**src/rtl/dmux4way16_dist_pkg.sv**
```systemverilog
// dmux4way16_dist_pkg: shared constants and way-decode helper for the 4-way distributor
package dmux_pkg;
    localparam int WIDTH = 16;
    localparam int WAYS = 4;
    localparam logic [1:0] WAY_A = 2'b00;
    localparam logic [1:0] WAY_B = 2'b01;
    localparam logic [1:0] WAY_C = 2'b10;
    localparam logic [1:0] WAY_D = 2'b11;
    function automatic logic [WAYS-1:0] way_onehot(input logic [1:0] sel);
        return WAYS'(1) << sel;
    endfunction
endpackage

```
**src/rtl/dmux4way16_dist_if.sv**
```systemverilog
// dmux4way16_dist_if: producer-side stream plus four consumer ways
interface dmux4way16_dist_if
    import dmux_pkg::*;
#(
    parameter int W = WIDTH
);
    logic [W-1:0]    in_data;
    logic [1:0]      in_sel;
    logic            in_valid;
    logic            in_ready;
    logic [W-1:0]    out_a;
    logic [W-1:0]    out_b;
    logic [W-1:0]    out_c;
    logic [W-1:0]    out_d;
    logic [WAYS-1:0] out_valid;
    logic [WAYS-1:0] out_ready;
    modport master (
        output in_data, in_sel, in_valid, out_ready,
        input  in_ready, out_a, out_b, out_c, out_d, out_valid
    );
    modport slave (
        input  in_data, in_sel, in_valid, out_ready,
        output in_ready, out_a, out_b, out_c, out_d, out_valid
    );
endinterface

```
**src/rtl/dmux4way16_dist_slot.sv**
```systemverilog
// dist_slot: one-entry holding register; load wins over drain so a way sustains 1 word/cycle
module dist_slot
    import dmux_pkg::*;
#(
    parameter int W = WIDTH
) (
    input  logic         clk,
    input  logic         rst_n,
    input  logic         load,
    input  logic [W-1:0] d,
    input  logic         drain,
    output logic [W-1:0] q,
    output logic         full
);
    // data holds its last value after a drain; full clears only when drained without reload
    always_ff @(posedge clk or negedge rst_n) begin
        if (!rst_n) begin
            q    <= '0;
            full <= 1'b0;
        end else begin
            if (load) q <= d;
            full <= load || (full && !drain);
        end
    end
endmodule

```
**src/rtl/dmux4way16_dist.sv**
```systemverilog
// dmux4way16_dist: steers one input stream to four independently back-pressured ways
module dmux4way16_dist
    import dmux_pkg::*;
(
    input logic clk,
    input logic rst_n,
    dmux4way16_dist_if.slave bus
);
    logic [WAYS-1:0]  full;
    logic [WAYS-1:0]  load;
    logic [WIDTH-1:0] q [WAYS];
    logic             ready;

    // a way can take a word if its slot is empty or is being drained this cycle
    assign ready = !full[bus.in_sel] || bus.out_ready[bus.in_sel];
    assign load = (bus.in_valid && ready) ? way_onehot(bus.in_sel) : '0;

    for (genvar i = 0; i < WAYS; i++) begin : g_slot
        dist_slot #(.W(WIDTH)) u_slot (
            .clk   (clk),
            .rst_n (rst_n),
            .load  (load[i]),
            .d     (bus.in_data),
            .drain (bus.out_ready[i]),
            .q     (q[i]),
            .full  (full[i])
        );
    end

    assign bus.in_ready  = ready;
    assign bus.out_valid = full;
    assign bus.out_a     = q[WAY_A];
    assign bus.out_b     = q[WAY_B];
    assign bus.out_c     = q[WAY_C];
    assign bus.out_d     = q[WAY_D];
endmodule

```
**src/flat_wrapper.sv**
```systemverilog
// flat-port wrapper written by rule: the top's interface ports become plain ports
module dmux4way16_dist_flat import dmux_pkg::*;
  (clk, rst_n, bus_in_data, bus_in_sel, bus_in_valid, bus_out_ready, bus_in_ready, bus_out_a, bus_out_b, bus_out_c, bus_out_d, bus_out_valid);
  dmux4way16_dist_if bus_i ();
  input logic clk;
  input logic rst_n;
  input wire logic [$bits(bus_i.in_data)-1:0] bus_in_data;
  input wire logic [$bits(bus_i.in_sel)-1:0] bus_in_sel;
  input wire logic [$bits(bus_i.in_valid)-1:0] bus_in_valid;
  input wire logic [$bits(bus_i.out_ready)-1:0] bus_out_ready;
  output wire logic [$bits(bus_i.in_ready)-1:0] bus_in_ready;
  output wire logic [$bits(bus_i.out_a)-1:0] bus_out_a;
  output wire logic [$bits(bus_i.out_b)-1:0] bus_out_b;
  output wire logic [$bits(bus_i.out_c)-1:0] bus_out_c;
  output wire logic [$bits(bus_i.out_d)-1:0] bus_out_d;
  output wire logic [$bits(bus_i.out_valid)-1:0] bus_out_valid;
  assign bus_i.in_data = bus_in_data;
  assign bus_i.in_sel = bus_in_sel;
  assign bus_i.in_valid = bus_in_valid;
  assign bus_i.out_ready = bus_out_ready;
  assign bus_in_ready = bus_i.in_ready;
  assign bus_out_a = bus_i.out_a;
  assign bus_out_b = bus_i.out_b;
  assign bus_out_c = bus_i.out_c;
  assign bus_out_d = bus_i.out_d;
  assign bus_out_valid = bus_i.out_valid;
  dmux4way16_dist u_core (.clk(clk), .rst_n(rst_n), .bus(bus_i));
endmodule
```
**config.mk**
```make
export PLATFORM = sky130hd
export DESIGN_NAME = dmux4way16_dist_flat
export DESIGN_NICKNAME = d
export VERILOG_FILES = /design/src/rtl/dmux4way16_dist_pkg.sv /design/src/rtl/dmux4way16_dist_if.sv /design/src/rtl/dmux4way16_dist_slot.sv /design/src/rtl/dmux4way16_dist.sv /design/src/flat_wrapper.sv
export SDC_FILE = /design/constraint.sdc
export NUM_CORES = 1
export LEC_CHECK = 0
export CAP_MARGIN = 30
export CORE_MARGIN = 3
export CORE_UTILIZATION = 40
export DETAILED_ROUTE_END_ITERATION = 8
export PLACE_DENSITY = 0.72
export SYNTH_ARGS = -nofsm -noshare
export SYNTH_HDL_FRONTEND = slang
export SYNTH_SLANG_ARGS = --single-unit
```
**constraint.sdc**
```tcl
create_clock -name clk -period 1.5 [get_ports clk]
set_input_delay 0.3 -clock clk [delete_from_list [all_inputs] [get_ports clk]]
set_output_delay 0.3 -clock clk [all_outputs]
set_load 0.05 [all_outputs]
```
# Word level (Yosys, flattened, before mapping)
# Index checks and enable logic that the tools add are counted.
[totals]
reg_bits = 68
input_bits = 25
wordCells = 30
[op_classes]
shifts = 1
n_mux = 5
reduce_logical = 15
n_lt_le_gt_ge = 1
[op_table]
columns = ["op", "n"]
rows = [
  ["$logic_and 1x1->1", 5],
  ["$logic_not 1->1", 5],
  ["$logic_or 1x1->1", 5],
  ["$bmux 1 s2", 2],
  ["$mux 4", 1],
  ["$shl 1x2->4 const A", 1],
  ["$lt 2x3->1 const B", 1],
  ["$mux 1", 2],
]

# Depth between registers and ports, before layout
# Gate-level depths: netlist of run 1.
[depth]
ltp_word = 7
mapped_depth = 5

# Cells and area by module
# Synthesis of run 1 repeated with hierarchy kept, for this count alone.
[unflattened]
hier_cells = 157
area_unflattened_um2 = 2834.0
[modules_own_cells]
columns = ["mod", "cells_each", "n_inst", "area_each_um2"]
rows = [
  ["dist_slot", 37, 4, 683.2],
  ["dmux4way16_dist", 9, 1, 101.3],
]

# Worst setup path before layout of run 1
# No wires, ideal clock.
[synth_timing]
path_kind = "input port to output port"
from = "in bus_out_ready[0]"
to = "out bus_in_ready"
slack_ns = -0.033
n_path_buf = 0
arrival_time_ns = 1.233
cell_stages = 2
required_ns = 1.200
path_cell_list = "nand2b_1 -> mux4_1"
[synth_between]
elab_chain_cells = 3
[synth_rtl]
columns = ["item", "line_no", "source"]
rows = [
  ["start, declared", "flat_wrapper.sv:10", "input wire logic [$bits(bus_i.out_ready)-1:0] bus_out_ready;"],
  ["$bmux 1 s2", "dmux4way16_dist.sv:15", "assign ready = !full[bus.in_sel] || bus.out_ready[bus.in_sel];"],
  ["$mux 1 (implied by the code)", "dmux4way16_dist.sv:15", ""],
  ["$logic_or 1x1->1", "dmux4way16_dist.sv:15", ""],
  ["end, declared", "flat_wrapper.sv:11", "output wire logic [$bits(bus_i.in_ready)-1:0] bus_in_ready;"],
]
# Every way passes these cells. The select of a mux whose other input is x is not followed.

# Worst setup path in the final report of run 1
[layout_timing]
from = "reg u_core.g_slot[3].u_slot.full"
to = "out bus_in_ready"
[layout_between]
elab_chain_cells = 4
[layout_rtl]
columns = ["item", "line_no", "source"]
rows = [
  ["start, declared", "dmux4way16_dist_slot.sv:13", "output logic full"],
  ["start signal, assigned", "dmux4way16_dist_slot.sv:22", "full <= load || (full && !drain);"],
  ["$bmux 1 s2", "dmux4way16_dist.sv:15", ""],
  ["$mux 1 (implied by the code)", "dmux4way16_dist.sv:15", ""],
  ["$logic_not 1->1", "dmux4way16_dist.sv:15", ""],
  ["$logic_or 1x1->1", "dmux4way16_dist.sv:15", ""],
]
# Every way passes these cells. The select of a mux whose other input is x is not followed.

==> run summary, run 1 <==
* done — CTS tree
* 0.448 ns — worst hold slack
* 78.8% — signed area change from the synthesized netlist to the final layout
* 0.07 ns — clock-pin slew reported for the worst setup and hold paths after clock tree synthesis
* 61.5% — top-area cell type share of the netlist area
* sky130_fd_sc_hd__clkbuf_8 — buffer type at the clock tree root
* 7970 µW — PnR Total Power
* 116% — final critical-path share of the clock period
* 29 — row count
* 0 — remaining number of nets flagged by the antenna check after routing
* complete, but fails checks — outcome
* 9 — CTS Buf Count
* 0.363 ns — worst-margin pin slew
* sky130_fd_sc_hd__dfrtp_1 — most common cell in the netlist
* 303 — number of nets in the final layout
* 2740 µm — DRT met1 WL
* yes — RSZ-0062 raised after global routing
* 35 — initial drt markers
* 89.2 µm — height of the chip
* 17.4 µm² — average size of a mapped cell
* reg2out — type of the worst setup path
* 0.698 — routability congestion estimate
* 18.0 µm — Avg WL per Cell
* 68 — flip-flop and latch count after synthesis
* 7 — Finish-stage setup viols
* 6490 µm — DRT Wirelength
* 575 MHz — maximum clock frequency
* 69 — pin count of the biggest net entering global routing
* 93 — count of buffers from port buffering
* 1994 — via count of the first global-routing pass
* in2reg — Hold Crit Class
* 0 — antenna diode count
* 3100 µm — metal2 WL
* 89.2 µm — die width
* 0 — number of antenna violations at the first check in global routing
* sky130_fd_sc_hd__dfrtp_1 — Synth Flop Type
* 7950 µm² — die area
* 75.8% — Slew Limit Headroom
* output port — capturing element type of the critical path
* 100% — Post-synth ARST share
* 94 — io pins
* 590 µm — total length of routed met3 wires
* 184 — number of nets produced by synthesis
* 0 — Fin. Hold Viols
* 0.00226 µW — leakage power
* 4420 µm — HPWL after DPL
* 1.20 ns — Crit path required time
* 0 — Yosys warning count
* -0.239 ns — minimum setup slack in the final design
* 0 — drc violations
* 0.33 ns — source-to-sink clock delay at the later pin of the worst-skew pair
* 64.7% — layout cells sized above 1
* 0 — GRT Residual Overflow
* 159 — Synth Instances
* sky130_fd_sc_hd__dfrtp_1 — Synth area leader
* 68 — clock net sink count
* 0.00960 ns — Worst Skew
* 6530 µm² — core region area
* register — crit start category
* 3 — CTS H-tree lvls
* 68 x sky130_fd_sc_hd__dfrtp_1, 42 x sky130_fd_sc_hd__mux2_2, 22 x sky130_fd_sc_hd__mux2_4 — ranking of synthesized cells by instance count
* 1755 — count of vias placed by the detailed router
* 2 — clock tree buffer depth
* 4540 µm² — total placed instance area
* 4 — drt pass-1 iters
* 1610 nW/µm² — power density over cell area
* 382 — Filler cells
* 4.88 — routed via count divided by cell count
* 17.6% — aggregate global-route resource usage
* sky130_fd_sc_hd__dfrtp_1 61%, sky130_fd_sc_hd__mux2_2 17%, sky130_fd_sc_hd__mux2_4 12%, sky130_fd_sc_hd__buf_12 1.4%, sky130_fd_sc_hd__buf_4 1.4% — leading cell types by total area after synthesis
* 4950 µm² — final standard cell area without fillers
* 18 — Netlist cell types
* 1010 µm² — Multi-input gate area
* -0.443 ns — Placement Setup Slack
* met4 — highest routed layer
* 2 — top fanout value on the critical path
* 10300 µm — wire length of the first global-routing pass
* 0 — Max Slew Vio Count
* 0 — number of max-cap violations
* negative setup slack — violated checks
* 42.4% — Initial Utilization
* 1.44 ns — data arrival time of the critical path
* 1.74 ns — post-route minimum period
* 1090 µV — maximum vdd drop
* 75.7% — utilization after layout
* 1700 µm² — Sequential Area
* 2770 µm² — post-synthesis cell area
* 61.5% — share of the yosys chip area belonging to registers
* 0 — number of enable-type register cells in the synthesized netlist
[registers in the layout (all words and copies together), names as in the netlist]
| name | cells |
|---|---|
| u_core.g_slot.u_slot.full | 4 |
| u_core.g_slot.u_slot.q | 64 |
[routing by layer]
layer / up-vias / GRT usage (%)
met5: - / 0
met2: 69 / 27.3
met1: 883 / 22.0
li1: 797 / -
met4: 0 / 6.50
met3: 6 / 7.37
[worst max-delay path, cell delays in order (launching register included)]
cell and delay [ns]:
sky130_fd_sc_hd__dfrtp_1 0.39, sky130_fd_sc_hd__nand2b_4 0.07, sky130_fd_sc_hd__mux4_2 0.48, sky130_fd_sc_hd__buf_8 0.17
[logic make-up after synthesis]
group,count (synthesis),synth area share [%]
flip-flops,68,61.5
multiplexers,65,30.0
AND/OR/NAND/NOR,15,4.20
buffers and inverters,10,4.16
AO/OA/AOI/OAI,1,0.181
[where the power goes]
part	switching (µW)	internal [µW]	total [µW]
combinational	1770	1920	3690
sequential	419	2210	2630
clock	668	981	1650
total	2860	5110	7970
[repair_timing]
| item | 4_1_cts | 5_1_grt |
|---|---|---|
| endpoints found under the hold margin | 45 | 0 |
| gates cloned | 1 | 1 |
| pin swaps | 2 | 0 |
| gates resized for setup | 21 | 6 |
| endpoints found under the setup margin | 57 | 23 |
| hold buffers | 1 | 0 |
| buffers inserted | 4 | 3 |
[per-stage QoR]
step                      instances  setup TNS [ns]
final                           360          -0.289
after global routing            360          -0.904
after CTS                       358          -0.941
after detailed placement        336          -25.43
after global placement          336          -23.45
after floorplan                 159               0
[cells in the final DEF (no fill, tap or decap), types with 2 or more instances in the layout]
master and count:
sky130_fd_sc_hd__buf_12 74, sky130_fd_sc_hd__buf_4 13, sky130_fd_sc_hd__buf_6 2, sky130_fd_sc_hd__buf_8 2
sky130_fd_sc_hd__bufinv_16 2, sky130_fd_sc_hd__clkbuf_1 2, sky130_fd_sc_hd__clkbuf_8 10, sky130_fd_sc_hd__clkdlybuf4s50_1 16
sky130_fd_sc_hd__dfrtp_1 68, sky130_fd_sc_hd__dlygate4sd2_1 7, sky130_fd_sc_hd__mux2_2 35, sky130_fd_sc_hd__mux2_4 29
sky130_fd_sc_hd__nand2_1 4, sky130_fd_sc_hd__nand2b_4 4
[worst paths after layout]
kind                                                      startpoint                                        end  slack, ns  depth (start not counted)
setup reg to reg              u_core.g_slot[2].u_slot.full$_DFF_PN0_   u_core.g_slot[2].u_slot.q[6]$_DFFE_PN0P_      -0.01                          6
max in group asynchronous                                      rst_n  u_core.g_slot[0].u_slot.q[10]$_DFFE_PN0P_       0.67                          3
hold / removal                                      bus_out_ready[1]     u_core.g_slot[1].u_slot.full$_DFF_PN0_       0.45                          4
min in group asynchronous                                      rst_n   u_core.g_slot[2].u_slot.q[4]$_DFFE_PN0P_       0.52                          3
hold reg to reg            u_core.g_slot[0].u_slot.q[12]$_DFFE_PN0P_  u_core.g_slot[0].u_slot.q[12]$_DFFE_PN0P_       0.57                          1
setup / recovery              u_core.g_slot[3].u_slot.full$_DFF_PN0_                               bus_in_ready      -0.24                          3
[area by class of cell]
type / instances / share of cell area, %
sequential: 68 / 34.4
timing repair buffer: 118 / 38.8
tap: 77 / 1.95
multi-input combinational: 81 / 20.4
clock buffer: 12 / 2.93
clock inverter: 4 / 1.47
(Power assumes the default switching activity.)
==> inputs of run 2 (changes only) <==
Settings changed: CORE_UTILIZATION 40 to 30, HOLD_SLACK_MARGIN from default to 0.1, PLACE_DENSITY 0.72 to default.
==> run 2 against run 1 <==
  * The run still ends with negative setup slack left
  * Sequential power barely moved
  * Sequential share of layout area is essentially flat
  * Via count about the same
  * Clock power up 12%
  * Clock skew is 0.0037 ns higher
  * Global-route usage down 4.3 points
  * Largest cell class unchanged
  * Die area rose by 31%
  * Setup slack worse by 0.041 ns
  * Final cell count increased by 8.3%
  * First-iteration DRC count grew 29%
==> run summary, run 2 (same netlist as run 1, synthesis figures left out) <==
* 0.07 ns — Worst R2R Setup Slack, was -0.01 ns
* 3 — worst hold path cell count, was 4
* register — crit start category, unchanged
* 0 — number of max-cap violations, unchanged
* 31.3% — Initial Utilization, was 42.4%
* 0 — Fin. Hold Viols, unchanged
* 102 µm — die width, was 89.2 µm
* 5 — worst reg-to-reg path cell count, was 6
* 10400 µm² — die area, was 7950 µm²
* 0.368 ns — worst-margin pin slew, was 0.363 ns
* 73 x sky130_fd_sc_hd__buf_12, 68 x sky130_fd_sc_hd__dfrtp_1, 42 x sky130_fd_sc_hd__mux2_2 — commonest non-fill, non-tap cells in the layout, was 74 x sky130_fd_sc_hd__buf_12, 68 x sky130_fd_sc_hd__dfrtp_1, 35 x sky130_fd_sc_hd__mux2_2
* 34 — row count, was 29
* 2 — clock tree buffer depth, unchanged
* u_core.g_slot.u_slot.q — top register by number of flip-flops, unchanged
* sky130_fd_sc_hd__clkbuf_8 — buffer type at the clock tree root, unchanged
* 69 — pin count of the biggest net entering global routing, unchanged
* 0 — remaining number of nets flagged by the antenna check after routing, unchanged
* 8120 µW — PnR Total Power, was 7970 µW
* 3 — drt pass-1 iters, was 4
* 8850 µm² — core region area, was 6530 µm²
* complete, but fails checks — outcome, unchanged
* yes — RSZ-0062 raised after global routing, unchanged
* 4.50 — routed via count divided by cell count, was 4.88
* 0 — Max Slew Vio Count, unchanged
* in2reg — Hold Crit Class, unchanged
* 119% — final critical-path share of the clock period, was 116%
* 562 MHz — maximum clock frequency, was 575 MHz
* 1640 nW/µm² — power density over cell area, was 1610 nW/µm²
* 4630 µm — HPWL after DPL, was 4420 µm
* done — CTS tree, unchanged
* 75.5% — Slew Limit Headroom, was 75.8%
* 0.390 ns — worst hold slack, was 0.448 ns
* bus_in_ready — Setup crit end, unchanged
* 0 — number of antenna violations at the first check in global routing, unchanged
* 3 — CTS H-tree lvls, unchanged
* 0 — antenna diode count, unchanged
* 2 — top fanout value on the critical path, unchanged
* 1700 µm² — Sequential Area, unchanged
* output port — capturing element type of the critical path, unchanged
* 102 µm — height of the chip, was 89.2 µm
* 6370 µm — DRT Wirelength, was 6490 µm
* 45 — initial drt markers, was 35
* u_core.g_slot[3].u_slot.q[8]$_DFFE_PN0P_ — worst flop-to-flop path endpoint, was u_core.g_slot[2].u_slot.q[6]$_DFFE_PN0P_
* u_core.g_slot.u_slot.q x64, u_core.g_slot.u_slot.full x4 — biggest regs, unchanged
* 1.48 ns — data arrival time of the critical path, was 1.44 ns
* 0.34 ns — source-to-sink clock delay at the later pin of the worst-skew pair, was 0.33 ns
* u_core.g_slot[3].u_slot.full$_DFF_PN0_ — Critical R2R Launch, was u_core.g_slot[2].u_slot.full$_DFF_PN0_
* 78.8% — signed area change from the synthesized netlist to the final layout, about the same
* 13.2% — aggregate global-route resource usage, was 17.6%
* 10500 µm — wire length of the first global-routing pass, was 10300 µm
* 1754 — count of vias placed by the detailed router, was 1755
* 65.6% — layout cells sized above 1, was 64.7%
* 0.00224 µW — leakage power, was 0.00226 µW
* 68 — clock net sink count, unchanged
* 2 — Finish-stage setup viols, was 7
* -0.280 ns — minimum setup slack in the final design, was -0.239 ns
* 94 — io pins, unchanged
* 64 — max reg flops, unchanged
* 16.3 µm — Avg WL per Cell, was 18.0 µm
* 0 — GRT Residual Overflow, unchanged
* 0.08 ns — clock-pin slew reported for the worst setup and hold paths after clock tree synthesis, was 0.07 ns
* u_core.g_slot[3].u_slot.full$_DFF_PN0_ — Worst Setup SP, unchanged
* 0 — drc violations, unchanged
* 9 — CTS Buf Count, unchanged
* 990 µm² — Multi-input gate area, was 1010 µm²
* reg2out — type of the worst setup path, unchanged
* 708 — Filler cells, was 382
* 1929 — via count of the first global-routing pass, was 1994
* 93 — count of buffers from port buffering, unchanged
* 1.78 ns — post-route minimum period, was 1.74 ns
* 0.0133 ns — Worst Skew, was 0.00960 ns
* 302 — number of nets in the final layout, was 303
* negative setup slack — violated checks, unchanged
* sky130_fd_sc_hd__buf_12 — most frequent standard cell in the layout excluding fill and tap cells, unchanged
* 1.20 ns — Crit path required time, about the same
* 0.730 — routability congestion estimate, was 0.698
* 838 µV — maximum vdd drop, was 1090 µV
* -0.416 ns — Placement Setup Slack, was -0.443 ns
[run 2: power breakdown]
group	leakage [µW]	switching [µW]	total, µW	internal, µW
registers	0.000810	413	2620	2210
logic	0.00131	1750	3650	1900
clock network	0.000122	704	1850	1150
total	0.00224	2870	8120	5250
[run 2: layout make-up]
type / instances / area share, %
clock buffer: 10 / 2.78
clock inverter: 6 / 2.25
multi-input combinational: 81 / 20.0
sequential: 68 / 34.4
tap: 108 / 2.73
timing repair buffer: 117 / 37.9
[run 2: worst min-delay path by stage]
| stage | startpoint | endpoint |
|---|---|---|
| 2_1_floorplan | rst_n | u_core.g_slot[0].u_slot.full$_DFF_PN0_ |
| 3_3_place_gp | rst_n | u_core.g_slot[3].u_slot.q[13]$_DFFE_PN0P_ |
| 3_5_place_dp | rst_n | u_core.g_slot[3].u_slot.q[13]$_DFFE_PN0P_ |
| 4_1_cts | bus_out_ready[2] | u_core.g_slot[2].u_slot.full$_DFF_PN0_ |
| 5_1_grt | bus_in_sel[1] | u_core.g_slot[2].u_slot.full$_DFF_PN0_ |
| 6_report | bus_in_sel[1] | u_core.g_slot[2].u_slot.full$_DFF_PN0_ |
[run 2: critical path, stage by stage, from the launching register on]
cell,delay (ns)
sky130_fd_sc_hd__dfrtp_1,0.40
sky130_fd_sc_hd__nand2b_4,0.06
sky130_fd_sc_hd__mux4_2,0.51
sky130_fd_sc_hd__buf_8,0.17
[run 2: metal layers]
metal  vias up  share of wire [%]  GRT usage, %
met5         -                  0             0
met3         6                7.4          6.14
met4         0               0.63          3.33
met1       900                 42          16.6
li1        790                  -             -
met2        58                 50          20.7
[run 2: metrics by stage]
| step | setup TNS [ns] | cells | util (%) | instance area [µm²] |
|---|---|---|---|---|
| 4_1_cts | -0.301 | 387 | 55.5 | 4910 |
| 2_1_floorplan | 0 | 159 | - | 2760 |
| 6_report | -0.344 | 390 | 55.9 | 4950 |
| 5_1_grt | -0.500 | 390 | 55.9 | 4950 |
| 3_5_place_dp | -21.07 | 367 | 51.8 | 4580 |
| 3_3_place_gp | -20.47 | 367 | 51.8 | 4580 |
[run 2: what timing repair did]
| item | CTS | global route |
|---|---|---|
| resized for setup | 16 | 5 |
| endpoints found under the setup margin | 5 | 33 |
| buffers inserted | 3 | 2 |
| gates cloned | 0 | 1 |
| pin swaps | 0 | 0 |
| hold buffers | 1 | 0 |
| endpoints found under the hold margin | 68 | 0 |
==> inputs of run 3 (changes only) <==
Settings changed: CORE_UTILIZATION 30 to 45, PLACE_DENSITY from default to 0.79.
==> run 3 against run 2 <==
  * The run still ends with negative setup slack left
  * Critical path depth rose by 1
  * Highest routed layer unchanged
  * First-iteration DRC count is 40% higher
  * Power is 2.6% lower
  * Critical endpoint unchanged
  * Sequential power about the same
==> run summary, run 3 (same netlist as run 1, synthesis figures left out) <==
* complete, but fails checks — outcome, unchanged
* negative setup slack — violated checks, unchanged
* 350 — final instance count without filler cells, was 390
* 0 — number of antenna violations at the first check in global routing, unchanged
* 0 — Fin. Hold Viols, unchanged
* 4730 µm — HPWL after DPL, was 4630 µm
* 1 — Finish-stage setup viols, was 2
* 299 — number of nets in the final layout, was 302
* 562 MHz — maximum clock frequency, about the same
* 7130 µm² — die area, was 10400 µm²
* 63 — initial drt markers, was 45
* 0.34 ns — source-to-sink clock delay at the later pin of the worst-skew pair, about the same
* output port — capturing element type of the critical path, unchanged
* 0 — number of max-cap violations, unchanged
* 1.20 ns — Crit path required time, about the same
* 0.07 ns — clock-pin slew reported for the worst setup and hold paths after clock tree synthesis, was 0.08 ns
* 10800 µm — wire length of the first global-routing pass, was 10500 µm
* 2870 µW — NetSw, about the same
* 119% — final critical-path share of the clock period, about the same
* 93 — count of buffers from port buffering, unchanged
* in2out — type of the worst setup path, was reg2out
* -0.279 ns — Post-Route Setup TNS, was -0.344 ns
* 74 x sky130_fd_sc_hd__buf_12, 68 x sky130_fd_sc_hd__dfrtp_1, 36 x sky130_fd_sc_hd__mux2_2 — commonest non-fill, non-tap cells in the layout, was 73 x sky130_fd_sc_hd__buf_12, 68 x sky130_fd_sc_hd__dfrtp_1, 42 x sky130_fd_sc_hd__mux2_2
* u_core.g_slot[3].u_slot.full$_DFF_PN0_ — Critical R2R Launch, unchanged
* 0.00742 ns — Worst Skew, was 0.0133 ns
* 2 — clock tree buffer depth, unchanged
* 20.1% — clock group share of total power, was 22.8%
* -0.279 ns — minimum setup slack in the final design, was -0.280 ns
* 5040 µW — internal power summed over all cells, was 5250 µW
* 1.48 ns — data arrival time of the critical path, about the same
* 64 — max reg flops, unchanged
* sky130_fd_sc_hd__buf_12 — most frequent standard cell in the layout excluding fill and tap cells, unchanged
* u_core.g_slot.u_slot.q — top register by number of flip-flops, unchanged
* 1080 µV — maximum vdd drop, was 838 µV
* sky130_fd_sc_hd__clkbuf_8 — buffer type at the clock tree root, unchanged
* 94 — io pins, unchanged
* 5740 µm² — core region area, was 8850 µm²
* 0 — antenna diode count, unchanged
* 9 — CTS Buf Count, unchanged
* 27 — row count, was 34
* 0.00224 µW — leakage power, about the same
* 68 — clock net sink count, unchanged
* 6780 µm — DRT Wirelength, was 6370 µm
* u_core.g_slot.u_slot.q x64, u_core.g_slot.u_slot.full x4 — biggest regs, unchanged
* in2reg — Hold Crit Class, unchanged
* 46.6% — portion of total power attributed to combinational logic, was 44.9%
* 76.2% — Slew Limit Headroom, was 75.5%
* 3 — CTS H-tree lvls, unchanged
* 36.3% — switching part of the total, was 35.3%
* 4 — drt pass-1 iters, was 3
* 4 — worst hold path cell count, was 3
* 328 — placed cells, was 367
* 1949 — via count of the first global-routing pass, was 1929
* 20.1% — aggregate global-route resource usage, was 13.2%
* 0.380 ns — worst hold slack, was 0.390 ns
* 69 — pin count of the biggest net entering global routing, unchanged
* 48.2% — Initial Utilization, was 31.3%
* 267 — Filler cells, was 708
* 19.4 µm — Avg WL per Cell, was 16.3 µm
* 0 — Max Slew Vio Count, unchanged
* 0.03 ns — Worst R2R Setup Slack, was 0.07 ns
* 84.8% — utilization after layout, was 55.9%
* 0 — remaining number of nets flagged by the antenna check after routing, unchanged
* 0.772 — routability congestion estimate, was 0.730
* 1.78 ns — post-route minimum period, about the same
* 64.4% — layout cells sized above 1, was 65.6%
* 0 — drc violations, unchanged
* 3 — top fanout value on the critical path, was 2
* 84.4 µm — die width, was 102 µm
* bus_out_ready[0] — hold wc startpoint, was bus_in_sel[1]
* 33.3% — Sequential Power Share, was 32.3%
* 0.358 ns — worst-margin pin slew, was 0.368 ns
* 4.98 — routed via count divided by cell count, was 4.50
* bus_out_ready[1] — Worst Setup SP, was u_core.g_slot[3].u_slot.full$_DFF_PN0_
* 6 — worst reg-to-reg path cell count, was 5
* 1743 — count of vias placed by the detailed router, was 1754
* done — CTS tree, unchanged
* 84.4 µm — height of the chip, was 102 µm
* 0 — GRT Residual Overflow, unchanged
* 1620 nW/µm² — power density over cell area, was 1640 nW/µm²
* 76.0% — signed area change from the synthesized netlist to the final layout, was 78.8%
* yes — RSZ-0062 raised after global routing, unchanged
* input pin — crit start category, was register
* -0.414 ns — Placement Setup Slack, was -0.416 ns
-- run 3: cell count changes in the layout (fill, tap and decap cells not counted), sizes merged --
cell,before,now
buf,92,90
dlygate4sd2,5,4
dlymetal6s2s,1,2
clkbuf,11,10
bufinv,3,2
-- run 3: critical path, stage by stage --
cell	delay (ns)
sky130_fd_sc_hd__clkdlybuf4s50_1	0.39
sky130_fd_sc_hd__nand2b_4	0.15
sky130_fd_sc_hd__mux4_2	0.47
sky130_fd_sc_hd__buf_8	0.17
-- run 3: path summary, 6_finish.rpt --
kind | endpoint
worst min-delay path | u_core.g_slot[0].u_slot.full$_DFF_PN0_
worst min register to register | u_core.g_slot[0].u_slot.q[14]$_DFFE_PN0P_
worst max-delay path | bus_in_ready
worst max register to register | u_core.g_slot[3].u_slot.q[14]$_DFFE_PN0P_
min in group asynchronous | u_core.g_slot[2].u_slot.q[12]$_DFFE_PN0P_
max in group asynchronous | u_core.g_slot[1].u_slot.q[2]$_DFFE_PN0P_
-- run 3: routing by layer --
layer  vias to the layer above  global-route usage, %  routed length (µm)
li1                        779                      -                   -
met1                       890                   23.9                2760
met2                        70                   33.4                3450
met3                         4                   9.52                 535
met4                         0                   4.32                  28
met5                         -                      0                   0
-- run 3: cell type report --
type / count / area (µm²) / area share [%]
flip-flops and latches: 68 / 1700 / 34.9
well taps: 72 / 90.1 / 1.85
multi-input cells: 81 / 1010 / 20.8
repair buffers: 114 / 1860 / 38.2
clock inverters: 5 / 77.6 / 1.59
clock buffers: 10 / 128 / 2.62
-- run 3: power by group through the flow --
stage	Combinational [µW]	Clock [µW]	Sequential [µW]
2_1_floorplan	524	0	3720
3_3_place_gp	3610	0	2640
3_5_place_dp	3650	0	2660
4_1_cts	3690	1630	2630
5_1_grt	3790	1720	2680
6_report	3690	1590	2640
-- run 3: timing repair --
action / CTS / global route
resized for setup: 10 / 14
gates cloned: 0 / 0
endpoints found under the setup margin: 32 / 42
pin swaps: 2 / 0
endpoints found under the hold margin: 68 / 0
setup buffers: 5 / 1
hold buffers: 1 / 0
-- run 3: metrics by stage --
| step | total power [µW] | cell area [µm²] |
|---|---|---|
| floorplan | 4250 | 2760 |
| global placement | 6250 | 4480 |
| detailed placement | 6310 | 4480 |
| CTS | 7950 | 4810 |
| global route | 8200 | 4870 |
| finish | 7910 | 4870 |
